File: src/rtl/fetch_ctrl.sv
// Instruction fetch front end: issues word fetches, splits each word into
// 16-bit instructions and queues them with their PCs for decode.
module fetch_ctrl #(
  parameter int            RV       = 32,
  parameter logic [RV-1:0] RESET_PC = '0
) (
  input  logic          clk,
  input  logic          reset,
  output logic          ifetch_req,
  output logic [RV-1:0] ifetch_addr,
  input  logic          ifetch_ack,
  input  logic [31:0]   ifetch_data,
  output logic [15:0]   ins,
  output logic [RV-1:0] ins_pc,
  output logic          idone,
  input  logic          stall,
  input  logic          redirect,
  input  logic [RV-1:0] redirect_pc,
  output logic [2:0]    qcount
);

  typedef enum logic [1:0] {IDLE, WAIT, DROP} state_t;

  state_t        state_reg, state_next;
  logic [RV-1:0] fpc_reg, fpc_next;
  logic [RV-1:0] addr_reg;
  logic [1:0]    head_reg, tail_reg;
  logic [2:0]    count_reg;
  logic [15:0]   ins_mem [4];
  logic [RV-1:0] pc_mem  [4];

  logic [RV-1:0] fpc_word;
  logic [1:0]    tail_plus1;
  logic          take_ack, push_two, push_one, launch;

  assign fpc_word   = {fpc_reg[RV-1:2], 2'b00};
  assign tail_plus1 = tail_reg + 2'd1;

  // Data is only accepted from a live request; acks in DROP or under redirect are discarded.
  assign take_ack = !reset && (state_reg == WAIT) && ifetch_ack && !redirect;
  assign push_two = take_ack && !fpc_reg[1];
  assign push_one = take_ack && fpc_reg[1];
  // Requesting only at count<=2 leaves room for the two halfwords of the reply.
  assign launch   = (state_reg == IDLE) && !redirect && (count_reg <= 3'd2);

  always_ff @(posedge clk) begin
    if (reset) begin
      state_reg <= IDLE;
    end else begin
      state_reg <= state_next;
    end
  end

  always_comb begin
    state_next = state_reg;
    case (state_reg)
      IDLE:    if (launch) state_next = WAIT;
      WAIT:    if (ifetch_ack) state_next = IDLE;
               else if (redirect) state_next = DROP;
      DROP:    if (ifetch_ack) state_next = IDLE;
      default: state_next = IDLE;
    endcase
  end

  always_comb begin
    ifetch_req = !reset && (state_reg != IDLE);
    idone      = !reset && (count_reg != 3'd0) && !stall && !redirect;
  end

  always_comb begin
    fpc_next = fpc_reg;
    if (redirect) begin
      fpc_next = redirect_pc;
    end else if (take_ack) begin
      fpc_next = fpc_word + {{(RV-3){1'b0}}, 3'd4};
    end
  end

  always_ff @(posedge clk) begin
    if (reset) begin
      fpc_reg   <= RESET_PC;
      addr_reg  <= '0;
      head_reg  <= 2'd0;
      tail_reg  <= 2'd0;
      count_reg <= 3'd0;
    end else begin
      fpc_reg <= fpc_next;
      if (launch) addr_reg <= fpc_word;
      if (redirect) begin
        head_reg  <= 2'd0;
        tail_reg  <= 2'd0;
        count_reg <= 3'd0;
      end else begin
        if (push_two) tail_reg <= tail_reg + 2'd2;
        else if (push_one) tail_reg <= tail_plus1;
        if (idone) head_reg <= head_reg + 2'd1;
        count_reg <= count_reg + {1'b0, push_two, push_one} - {2'b00, idone};
      end
    end
  end

  // A halfword-aligned fpc enters the word at its upper half, so only that half is queued.
  always_ff @(posedge clk) begin
    if (push_two) begin
      ins_mem[tail_reg]   <= ifetch_data[15:0];
      pc_mem[tail_reg]    <= fpc_reg;
      ins_mem[tail_plus1] <= ifetch_data[31:16];
      pc_mem[tail_plus1]  <= fpc_reg + {{(RV-2){1'b0}}, 2'd2};
    end else if (push_one) begin
      ins_mem[tail_reg] <= ifetch_data[31:16];
      pc_mem[tail_reg]  <= fpc_reg;
    end
  end

  assign ifetch_addr = addr_reg;
  assign ins         = ins_mem[head_reg];
  assign ins_pc      = pc_mem[head_reg];
  assign qcount      = count_reg;

endmodule

File: config.mk
export PLATFORM = sky130hd
export DESIGN_NAME = fetch_ctrl
export DESIGN_NICKNAME = d
export VERILOG_FILES = /design/src/rtl/fetch_ctrl.sv
export SDC_FILE = /design/constraint.sdc
export NUM_CORES = 1
export LEC_CHECK = 0
export BUFFER_PORTS_ARGS = -buffer_cell sky130_fd_sc_hd__clkbuf_2
export CORE_ASPECT_RATIO = 1.75
export CORE_MARGIN = 4
export CORE_UTILIZATION = 46
export DETAILED_ROUTE_END_ITERATION = 8
export PLACE_DENSITY = 0.76
export SLEW_MARGIN = 25
export SYNTH_ARGS = -nofsm -noshare
export SYNTH_HDL_FRONTEND = slang
export SYNTH_SLANG_ARGS = --single-unit
File: constraint.sdc
create_clock -name clk -period 6.5 [get_ports clk]
set_input_delay 0.975 -clock clk [delete_from_list [all_inputs] [get_ports clk]]
set_output_delay 0.975 -clock clk [all_outputs]
set_load 0.03 [all_outputs]
## Yosys cells after proc, flatten, opt, wreduce, memory -nomap -nowiden

Memories as Yosys holds them, arrays and structs flattened. A register that Yosys moved wholly into a read port is not among the register bits.
Cells that the tools add are included.

| storage, ports and cells | value |
|---|---|
| register bits | 71 |
| memory bits (writable) | 192 |
| input port bits | 69 |
| output and inout bits | 85 |
| logic and storage cells | 65 |
| memories | 2 |

| operators by class | value |
|---|---|
| add/subtract/negate cells | 7 |
| order comparisons | 1 |
| eq/ne operators | 5 |
| muxes and demuxes | 20 |
| bitwise operators | 2 |
| reductions and logical operators | 22 |

Memories:

| name | words | width | rd ports | clocked after memory_dff | wr ports | line | text |
|---|---|---|---|---|---|---|---|
| pc_mem | 4 | 32 | 1 | 1 | 2 | 30 | `logic [RV-1:0] pc_mem [4];` |
| ins_mem | 4 | 16 | 1 | 1 | 2 | 29 | `logic [15:0] ins_mem [4];` |

Operators by type and width:

| kind | number |
|---|---|
| $mux 32 | 3 |
| $add 32x2->32 const B | 1 |
| $add 32x3->32 const B | 1 |
| $mux 2 | 10 |
| $mux 16 | 1 |
| $logic_and 1x1->1 | 11 |
| $pmux 2 s3 | 1 |
| $reduce_bool 2->1 | 3 |
| $mux 1 | 5 |
| $add 2x1->2 const B | 2 |
| $logic_not 1->1 | 4 |
| $ne 2x2->1 const B | 2 |
| $add 3x2->3 | 1 |
| $le 3x2->1 const B | 1 |
| $ne 3x3->1 const B | 1 |
| $reduce_and 3->1 | 1 |
| $reduce_bool 3->1 | 1 |
| $sub 3x1->3 | 1 |
| $add 2x2->2 const B | 1 |
| $eq 2x1->1 const B | 1 |
| $eq 2x2->1 const B | 1 |
| $logic_not 2->1 | 1 |
| $or 1x1->1 | 2 |
| $reduce_or 2->1 | 1 |

## Depth between registers and ports, before layout

| logic depth | value |
|---|---|
| word-level depth | 9 |
| depth in mapped cells | 12 |
| depth with buffers taken out | 9 |

## Worst setup path after synthesis

OpenSTA, ideal clock, no wires.

| timing | value |
|---|---|
| kind | in2reg |
| start point | input reset |
| end point | register count_reg[2], in the netlist qcount[2] |
| setup time | 126 ps |
| data arrival time | 3,522 ps |
| required time | 6,374 ps |
| slack | 2,852 ps |
| stages | 11 |
| path through | buf_6 or2_2 clkbuf_1 nor3_1 ha_1 inv_1 ha_1 fa_1 xor2_1 xnor2_1 nor2_1 |

| on the way | value |
|---|---|
| elaborated cells on any way between the ends | 12 |
| those cells by class | 2 x add/sub; 10 x reduce/logical |

RTL lines:

| item | line | text |
|---|---|---|
| start, declared | 8 | `input logic reset,` |
| $logic_not 1->1 | 67 | `idone = !reset && (count_reg != 3'd0) && !stall && !redirect;` |
| $logic_and 1x1->1 (3 in series) | 67 |  |
| via idone | 15 | `output logic idone,` |
| $sub 3x1->3 | 97 | `count_reg <= count_reg + {1'b0, push_two, push_one} - {2'b00, idone};` |
| end signal, assigned | 97 |  |
| end, declared | 28 | `logic [2:0] count_reg;` |

The timed path passes the listed nets, and every way through them passes these cells.
A chain may end at the register's enable or synchronous reset.

==> results by group <==
STA
  – Fmax: 0.2678 GHz
  – Endpoints failing hold: 0
  – Skew final: 0.01009 ns
  – Slew margin rel.: 0.4534
  – Actual slew at the worst max-slew pin: 0.8131 ns
  – Final setup TNS: 0 ns
  – RSZ-0062 raised after global routing: no
  – Final period utilization: 0.5746
  – Minimum clock period: 3.735 ns
  – Setup violators final: 0
  – Final Max Tran Viols: 0

Power
  – Comb power frac: 0.058
  – Sw Ratio: 0.2248
  – VDD IR-drop max: 0.2205 mV
  – Total chip power: 0.003619 W
  – Lkg Pwr: 5.015 nW
  – Power Dens Cells: 251.7 nW/um^2
  – Clk network pwr share: 0.416
  – Power share of the sequential group: 0.527
  – Sw power: 0.0008136 W
  – Int Power: 0.002805 W

Logic synthesis
  – Post-synthesis cell type count: 50
  – Syn Std Cell Area: 12,730 um^2
  – Post-synthesis register bit count: 265
  – Top cells by area, synth: edfxtp_1 (45%), dfxtp_1 (11%), mux4_2 (8.5%)
  – Post-synth top area cell: edfxtp_1
  – Mean Syn Cell Area: 12.41 um^2
  – EDFF count, synth: 192
  – Seq/Total Area, Yosys: 0.5676
  – Syn Inst Count: 1,026
  – Async set-reset flop share out of synthesis: 0
  – Ys flop type: edfxtp_1
  – Synth top area share: 0.4528
  – Synth Warn #: 0

Worst setup path
  – RR Startpoint: fpc_reg[1]$_SDFFE_PP0P_
  – CP Buf/Inv Count: 2
  – Startpoint types: primary input
  – Slowest-stage cell, CP: nor3_1
  – Crit end category: register
  – Worst reg-to-reg setup slack: 3.27 ns
  – CP max FO: 33
  – Reg2reg path depth: 4
  – CP Data Arrival Time: 3.93 ns
  – Reg2reg end: ins_mem[1][13]$_DFFE_PP_
  – Critical path class: in -> reg
  – Cell family with most CP delay: simple AND/OR/NAND/NOR gates
  – CP cell instances: clkbuf_2, nor3_1, nand3_1, nand2_2, buf_4
  – Crit path largest cell delay: 0.80 ns
  – Worst EP required: 6.70 ns

CTS
  – H-tree levels: 1
  – Total CTS buffers: 25
  – Hold_buf cts: 0
  – Reg clk slew, reported paths: 0.07 ns
  – Root Buffer: clkbuf_16
  – CTS resizes: 0
  – Clock Tree Buf Depth: 3
  – CTS tree: built
  – Post-CTS Setup Bufs: 0
  – Clk sinks: 265
  – Worst-Skew Late Latency: 0.53 ns

Cells and area
  – Nets: 1,158
  – Post-route design area: 14,380 um^2
  – Layout fillers: 2,247
  – Most common cell after layout, fill and taps aside: edfxtp_1
  – Layout Utilization: 0.5261
  – Layout cells sized above 1: 0.3138
  – Commonest non-fill, non-tap cells in the layout: edfxtp_1 (192), clkbuf_2 (151), nand2_1 (112)
  – Max FFs per register: 128
  – Final cell count without fillers: 1,462
  – Ant. Diodes: 0
  – Syn-to-layout area delta: 12.90%

Place
  – DP HPWL: 20,900 um
  – Placed Cells: 1,415
  – Placement Cell Area: 13,460 um^2
  – RePlAce Congestion: 0.8417
  – Port-buffer cells: 151

Global routing
  – Grt ovf: 0
  – Global Route Usage Sum: 0.1950
  – Vias in the first global route: 8,346
  – Antenna violations before repair: 0
  – First-pass GRT wire length: 47,400 um
  – Largest net degree at the start of global routing: 74

Flow run
  – Max Cap Viol: 0

Floorplanning
  – Starting Density: 0.4660
  – Die area: 30,510 um^2
  – Die outline height: 228.1 um
  – I/O pins: 154
  – Die W: 133.8 um
  – Core ar.: 27,330 um^2
  – Site Rows: 80

Routing
  – Post-Route WL: 30,110 um
  – Residual DRC: 0
  – Detailed Routing Iterations Pass 1: 6
  – Drt initial violations: 674
  – Drt wl/cell: 20.60 um
  – Routed Antenna Nets: 0
  – Via count: 8,201
  – Drt via density: 5.609

Min path
  – Worst hold endpoint: ifetch_addr[3]$_SDFFE_PP0P_
  – Worst hold stages: 2
  – Hold Path Class: reg -> reg
  – Hold Startpoint: ifetch_addr[3]$_SDFFE_PP0P_

Run status
  – Status: finished, final reports clean
==> worst register-to-register path: stages, from the launching register on <==
cell and delay (ns):
dfxtp_1 0.44, nor3_1 0.71, nand3_1 0.52, nand2_2 0.76
buf_4 0.45
==> worst max path at each step <==
stage                         from                        to  depth (start not counted)
after global placement    redirect  ins_mem[1][13]$_DFFE_PP_                          5
final                     redirect  ins_mem[1][13]$_DFFE_PP_                          5
after CTS                 redirect    pc_mem[1][3]$_DFFE_PP_                          5
after detailed placement  redirect   pc_mem[1][25]$_DFFE_PP_                          5
after global routing      redirect  ins_mem[0][13]$_DFFE_PP_                          5
after floorplan              reset      qcount[2]$_SDFF_PP0_                         11
==> kinds of logic after synthesis <==
group	synth area share
flip-flops	0.5676
multiplexers	0.1424
other	0.0002945
AO/OA/AOI/OAI	0.04294
XOR/XNOR	0.05296
AND/OR/NAND/NOR	0.1289
buffers and inverters	0.05060
adder cells (fa/ha/maj)	0.01435
==> cell usage after synthesis (3+ instances only) <==
master,count
nand4_1,22
a311oi_1,10
xor2_1,40
nor3_1,23
nor4_2,10
a211oi_1,16
mux4_2,48
or2_2,3
or4_1,13
clkbuf_1,113
buf_4,7
o31a_1,3
mux2_2,65
nand2_1,117
nor4_1,5
and3_1,6
nor2_1,50
or3_1,3
dfxtp_1,73
and4_1,9
nand3_1,28
buf_2,14
and2_1,6
o21ai_0,4
xnor2_1,37
inv_1,14
a21oi_1,36
o31ai_1,6
a2111oi_0,5
nand2b_1,5
buf_1,8
ha_1,13
edfxtp_1,192
==> routing by layer <==
| metal | vias to the layer above | GRT usage | wire length, um |
|---|---|---|---|
| met5 | - | 0 | 0 |
| met4 | 0 | 0.06113 | 833 |
| met3 | 58 | 0.02006 | 1569 |
| met2 | 297 | 0.3502 | 15860 |
| met1 | 4016 | 0.2463 | 11850 |
| li1 | 3830 | - | - |
==> cell type report <==
cell class                 instances  area [um^2]  share of cell area
sequential                       265         7232              0.5030
timing repair buffer             164        877.1             0.06101
tap                              369        461.7             0.03211
multi-input combinational        604         4880              0.3394
clock inverter                     7        50.05            0.003481
clock buffer                      38        819.5             0.05701
inverter                          15        56.30            0.003916
==> power groups by stage <==
stage / Combinational [W] / Sequential [W] / Clock (W)
6_report: 0.000209 / 0.00191 / 0.00150
5_1_grt: 0.000229 / 0.00191 / 0.00160
4_1_cts: 0.000209 / 0.00190 / 0.00152
3_5_place_dp: 0.000208 / 0.00194 / 0
3_3_place_gp: 0.000201 / 0.00194 / 0
2_1_floorplan: 0.000170 / 0.00191 / 0
==> metrics by stage <==
step	hold slack (ns)	worst slack (ns)
2_1_floorplan	0.4597	2.852
3_3_place_gp	0.4476	2.439
3_5_place_dp	0.4493	2.225
4_1_cts	0.4604	2.777
5_1_grt	0.4740	2.515
6_report	0.4585	2.765
(Power assumes the default switching activity.)
